==> src/rtl/joypad_pkg.sv <==
`default_nettype none
// ============================================================================
// Module   : joypad_pkg
// Brief    : Shared constants for the joypad serial shifter: button bit
//            positions, chain lengths and the Four Score signature byte.
// Revision : 1.0
// ============================================================================
package joypad_pkg;

  // Button bit positions within an 8-bit pad word (1 = pressed)
  localparam int unsigned BTN_A      = 0;
  localparam int unsigned BTN_B      = 1;
  localparam int unsigned BTN_SELECT = 2;
  localparam int unsigned BTN_START  = 3;
  localparam int unsigned BTN_UP     = 4;
  localparam int unsigned BTN_DOWN   = 5;
  localparam int unsigned BTN_LEFT   = 6;
  localparam int unsigned BTN_RIGHT  = 7;

  // Chain lengths: single pad, and pad A + pad B + signature
  localparam int unsigned N_STD = 8;
  localparam int unsigned N_FS  = 24;

  // Shift count width; wide enough for N_FS with headroom
  localparam int unsigned CNT_W = 5;

  // Signature byte that follows both pads on a Four Score adapter
  localparam logic [7:0] SIG_DEFAULT = 8'h08;

endpackage
`default_nettype wire

==> src/rtl/joypad_edge.sv <==
`default_nettype none
// ============================================================================
// Module   : joypad_edge
// Brief    : Registered rising-edge detector for the active-low CPU read
//            enable. rd_end pulses on the clock where nRDP is 1 and was 0
//            on the previous clock, i.e. when a read cycle finishes.
// Revision : 1.0
// ============================================================================
module joypad_edge (
  input  logic CLK,
  input  logic RES,
  input  logic nRDP,
  output logic rd_end
);

  logic nrdp_q;
  logic nrdp_d;

  // Next value of the delayed read enable is simply the current sample
  always_comb begin
    nrdp_d = nRDP;
  end

  // Delay register; resets to idle-high so reset never fakes a read end
  always_ff @(posedge CLK) begin
    if (RES) begin
      nrdp_q <= 1'b1;
    end else begin
      nrdp_q <= nrdp_d;
    end
  end

  assign rd_end = nRDP & ~nrdp_q;

endmodule
`default_nettype wire

==> src/rtl/joypad_shifter.sv <==
`default_nettype none
// ============================================================================
// Module   : joypad_shifter
// Brief    : Parallel-load / serial-out controller shift register. strobe=1
//            loads the buttons; each completed CPU read shifts one bit out,
//            LSB first, filling with 1. After N bits ser_d reads 1 and done
//            is high until the next load.
//            Optional macro JOYPAD_FOUR_SCORE_EN extends the chain to 24
//            bits: btn_a, btn_b, then the SIG byte.
// Revision : 1.0
// ============================================================================
module joypad_shifter
  import joypad_pkg::*;
#(
  parameter logic [7:0] SIG = SIG_DEFAULT
) (
  input  logic       CLK,
  input  logic       RES,
  input  logic       strobe,
  input  logic       nRDP,
  input  logic [7:0] btn_a,
  input  logic [7:0] btn_b,
  output logic       ser_d,
  output logic       done
);

`ifdef JOYPAD_FOUR_SCORE_EN
  localparam int unsigned N = N_FS;
`else
  localparam int unsigned N = N_STD;
`endif

  localparam logic [CNT_W-1:0] N_CNT = CNT_W'(N);

  logic [N-1:0]     load_vec;
  logic [N-1:0]     shreg_q;
  logic [N-1:0]     shreg_d;
  logic [CNT_W-1:0] cnt_q;
  logic [CNT_W-1:0] cnt_d;
  logic             rd_end;
  logic             full;

`ifdef JOYPAD_FOUR_SCORE_EN
  assign load_vec = {SIG, btn_b, btn_a};
`else
  // Second pad and signature only exist on the Four Score chain
  logic unused_fs;
  assign load_vec  = btn_a;
  assign unused_fs = ^{btn_b, SIG};
`endif

  joypad_edge u_edge (
    .CLK    (CLK),
    .RES    (RES),
    .nRDP   (nRDP),
    .rd_end (rd_end)
  );

  assign full = (cnt_q == N_CNT);

  // Load has priority over a read end; shifting stops once N bits are out
  always_comb begin
    shreg_d = shreg_q;
    cnt_d   = cnt_q;
    if (strobe) begin
      shreg_d = load_vec;
      cnt_d   = '0;
    end else if (rd_end && !full) begin
      shreg_d = {1'b1, shreg_q[N-1:1]};
      cnt_d   = cnt_q + CNT_W'(1);
    end
  end

  // State registers; reset discards any partially read chain
  always_ff @(posedge CLK) begin
    if (RES) begin
      shreg_q <= '0;
      cnt_q   <= '0;
    end else begin
      shreg_q <= shreg_d;
      cnt_q   <= cnt_d;
    end
  end

  assign ser_d = full ? 1'b1 : shreg_q[0];
  assign done  = full;

endmodule
`default_nettype wire

==> config.mk <==
export PLATFORM = sky130hd
export DESIGN_NAME = joypad_shifter
export DESIGN_NICKNAME = d
export VERILOG_FILES = /design/src/rtl/joypad_pkg.sv /design/src/rtl/joypad_edge.sv /design/src/rtl/joypad_shifter.sv
export SDC_FILE = /design/constraint.sdc
export NUM_CORES = 1
export LEC_CHECK = 0
export ABC_AREA = 1
export BUFFER_PORTS_ARGS = -buffer_cell sky130_fd_sc_hd__buf_2
export CAP_MARGIN = 10
export CORE_UTILIZATION = 45
export CTS_CLUSTER_DIAMETER = 150
export DETAILED_ROUTE_END_ITERATION = 8
export PLACE_DENSITY_LB_ADDON = 0.15
export SYNTH_ARGS = -nofsm -noshare
export SYNTH_HDL_FRONTEND = slang
export SYNTH_HIERARCHICAL = 1
export SYNTH_SLANG_ARGS = --single-unit
==> constraint.sdc <==
create_clock -name CLK -period 1.72 [get_ports CLK]
set_input_delay 0.344 -clock CLK [delete_from_list [all_inputs] [get_ports CLK]]
set_output_delay 0.344 -clock CLK [all_outputs]
set_load 0.02 [all_outputs]
[Word-level counts from Yosys, hierarchy flattened]
Cells that the tools add are included.
Word-level totals
  output and inout bits: 2
  bits in registers: 14
  bits of input ports: 20
  logic and storage cells: 14
Cells by class
  bitwise gates (word level): 2
  reductions and logical operators: 4
  add/subtract/negate cells: 1
  eq/ne operators: 1
  multiplexer cells: 3
Operators with widths (count)
  8-bit 2-to-1 mux: 2
  5-bit by 1-bit adder with 5-bit output, second input constant: 1
  5-bit by 4-bit == test with 1-bit output, second input constant: 1
  2-bit nonzero test: 1
  2-bit OR reduction: 1
  1-bit AND: 1
  1-bit logical AND: 1
  1-bit zero test: 1
  1-bit 2-to-1 mux: 1
  1-bit NOT: 1

[Depth between registers and ports, before layout]
  depth in word-level cells: 5
  mapped depth: 9
  depth with buffers taken out: 9

[Cells and area by module]
Netlist, hierarchy kept.
By module, submodules not included
  joypad_shifter: sequential area each 260.2 µm², area an instance 769.5 µm², cells an instance 104, instances 1
  joypad_edge: sequential area each 20.0 µm², area an instance 37.5 µm², cells an instance 5, instances 1

[Worst setup path before layout]
No wires, ideal clock.
  kind: reg-to-output
  from: reg cnt_q[0]
  to: out ser_d
  cell stages (with the launch flop): 8
  required time: 1.376 ns
  path slack: 0.243 ns
  arrival time: 1.133 ns
  buffers on the path: 0
  cell sequence: dfxtp_1 > inv_1 > ha_1 > nand2_1 > inv_1 > nand2_4 > inv_2 > or2_1
On the way
  cells in the longest elaborated chain, start to end: 2
Ends and longest elaborated chain
  start: declaration: RTL line joypad_shifter.sv:38  | logic [CNT_W-1:0] cnt_q;
  start signal: assignment: RTL line joypad_shifter.sv:81  | cnt_q <= cnt_d;
  5-bit by 4-bit == test with 1-bit output: RTL line joypad_shifter.sv:59  | assign full = (cnt_q == N_CNT);
  net done: RTL line joypad_shifter.sv:24  | output logic done
  1-bit 2-to-1 mux: RTL line joypad_shifter.sv:85  | assign ser_d = full ? 1'b1 : shreg_q[0];
  end: declaration: RTL line joypad_shifter.sv:23  | output logic ser_d,
The timed path passes the listed nets, and every way through them passes these cells.

[Final worst setup path]
  from: reg cnt_q[0]
  to: out ser_d
On the way
  cells in the longest elaborated chain, start to end: 2
Ends and longest elaborated chain (RTL line)
  5-bit by 4-bit == test with 1-bit output: joypad_shifter.sv:59
  1-bit 2-to-1 mux: joypad_shifter.sv:85
Every way passes these cells.

==> flow_summary.ini <==
[layout]
drive_gt1_share_pct = 41.1
utilization_pct = 60.7
final_cell_area_sq_um = 967
area_delta_synth_final_pct = 19.8
nets = 153
antenna_cells = 0

[synth]
ys_warn_count = 6
synth.top_cells.by_area = dfxtp_1, nand2_1, a21oi_2
synth_seq_cells = 14
synth_edf_count = 0
synth_common_cells = nand2_1, dfxtp_1, inv_1, nor2_1, a21oi_2
synth.most_common_cell = nand2_1
synth_area_sq_um = 807
async_flop_share_pct = 0
netlist_instances = 109
yosys.area.top_type_share_pct = 34.7
synth_ff_type = dfxtp_1
seq_area_frac_synth_pct = 34.7
avgSynthCellArea_sq_um = 7.40
syn-num-nets = 131
synth.distinct_cells = 20
yosysTopAreaCell = dfxtp_1

[power_and_ir_drop]
peakVddDrop_v = 0.000409
p_leak_uw = 0.000440
power_density_mw_per_mm2 = 637
power.total_uw = 616

[hold_path]
hp-class = input port to register

[setup_path]
path_class = register to output pin
arrival_ns = 1.36
path_max_fanout = 2
worst_setup_path_end_kind = output pin
r2r_slack_ns = 0.28
cp_data_required_time_ns = 1.38
critPathLaunchType = register

[clocking]
insertion_delay_ns = 0.28
h-tree-depth = 1
root_buffer = clkbuf_4
cts.sinks = 14
cts_tree = done
cts.clk_slew.worst_paths_ns = 0.08
clock_path_buffers = 2
numCtsBuffers = 3

[floorplanning]
dieArea_sq_mm = 0.00197
die_y_um = 44.4
die_x_um = 44.4
io-pin-count = 22
rows = 14
core_area_sq_mm = 0.00159
initial_core_util_pct = 50.6

[global_route]
track_usage_pct = 16.8
grt_pass1_wl_um = 2440
grt-ovfl-total = 0
antenna_found_initial = 0
grt_pass1_vias = 610
grt_start_max_net_pins = 17

[drt]
drt_wl_total_um = 1450
ant_nets = 0
vias_per_cell = 4.67
drt-initial-drc-count = 2
wl_per_cell_um = 9.50
vias = 715
drc = 0
drt_pre_antenna_iters = 4

[sta]
finClkSkew_ns = 0.00270
setup_viol = 0
slew_headroom_pct = 82.6
hold_viol = 0
drv_slew = 0
rsz0062_at_grt = yes
fin_crit_sh_pct = 98.9
worstMarginPinSlew_ns = 0.262
fin_crit_ns = 1.70
fmax_mhz = 588

[job]
max_cap_violations = 0

[status]
status = complete, no violations

[place]
placed_area_sq_um = 868
routabilityCongestion = 0.720
portBuffers = 13
hpwl_um = 973
-- critical path, cell delays in order (launching register included) --
cell and delay, ns:
dfxtp_2 0.35, inv_2 0.05, ha_4 0.15, nand2_2 0.05
inv_2 0.04, nand2_4 0.05, inv_2 0.03, or2_1 0.23
buf_6 0.13
-- area by class of cell --
cell class	count	area, sq um
Multi-Input combinational cell	80	457
Inverter	11	43.8
Timing Repair Buffer	21	131
Clock buffer	3	22.5
Tap cell	24	30.0
Sequential cell	14	283
Fill cell	162	627
-- path summary, 6_finish.rpt --
check | start | end | cells past startpoint
worst max-delay path | cnt_q[0] | ser_d | 8
worst min-delay path | nRDP | u_edge/nrdp_q | 3
worst max register to register | cnt_q[0] | shreg_q[7] | 10
worst min register to register | shreg_q[7] | shreg_q[7] | 2
-- report_power, final --
group	internal [uW]	switching (uW)	leakage (uW)	total (uW)
clock	81.1	105	0.0000138	186
combinational	35.7	50.6	0.000311	86.3
sequential	336	7.33	0.000115	344
-- per-stage QoR --
step	instances	worst slack, ns	setup TNS [ns]	hold WS, ns
2_1_floorplan	109	0.243	0	0.431
3_3_place_gp	143	0.165	0	0.446
3_5_place_dp	143	0.163	0	0.459
4_1_cts	149	0.00288	0	0.255
5_1_grt	153	-0.0239	-0.0239	0.267
6_report	153	0.0181	0	0.256
-- registers in the layout, summed over array words and instances, names as in the netlist --
signal / cells
u_edge/nrdp_q: 1
cnt_q: 5
shreg_q: 8
-- cell usage in the layout (no fill, tap or decap) --
cell type and n:
ha_1 1, buf_6 1, nand3_1 5, nand2_2 2, dfxtp_1 12, inv_2 4
buf_2 12, xor2_1 1, a21oi_2 8, nor2_2 2, inv_1 6, or2_1 1
nand3_2 7, nor2_1 9, buf_4 8, nand2_4 2, inv_4 1, ha_4 1
a21oi_1 2, clkbuf_4 3, dfxtp_2 2, nand2_1 38, o21ai_1 1
-- cell families (layout without fill, tap and decap cells) --
kind of cell               Yosys count  count (layout)  synth area share [%]
adders and majority gates            2               2                  3.10
DFF                                 14              14                  34.7
AOI/OAI and AO/OA                   11              11                  10.5
xor gates and xnor gates             1               1                  1.09
and+or+nand+nor                     66              66                  40.0
buffers and inverters               15              35                  10.5
-- routing by layer --
metal	GRT usage, %	part of all wire [%]
met1	20.6	47
met2	28.2	47
met3	2.45	3.6
met4	9.09	1.7
met5	0	0
-- repair_timing --
action                     CTS  global route
pin swaps                    1             2
setup endpoints to repair    1             1
hold buffers                 0             0
resized for setup            6             4
setup buffers                3             4
cloned                       0             0
(Power assumes the default switching activity.)
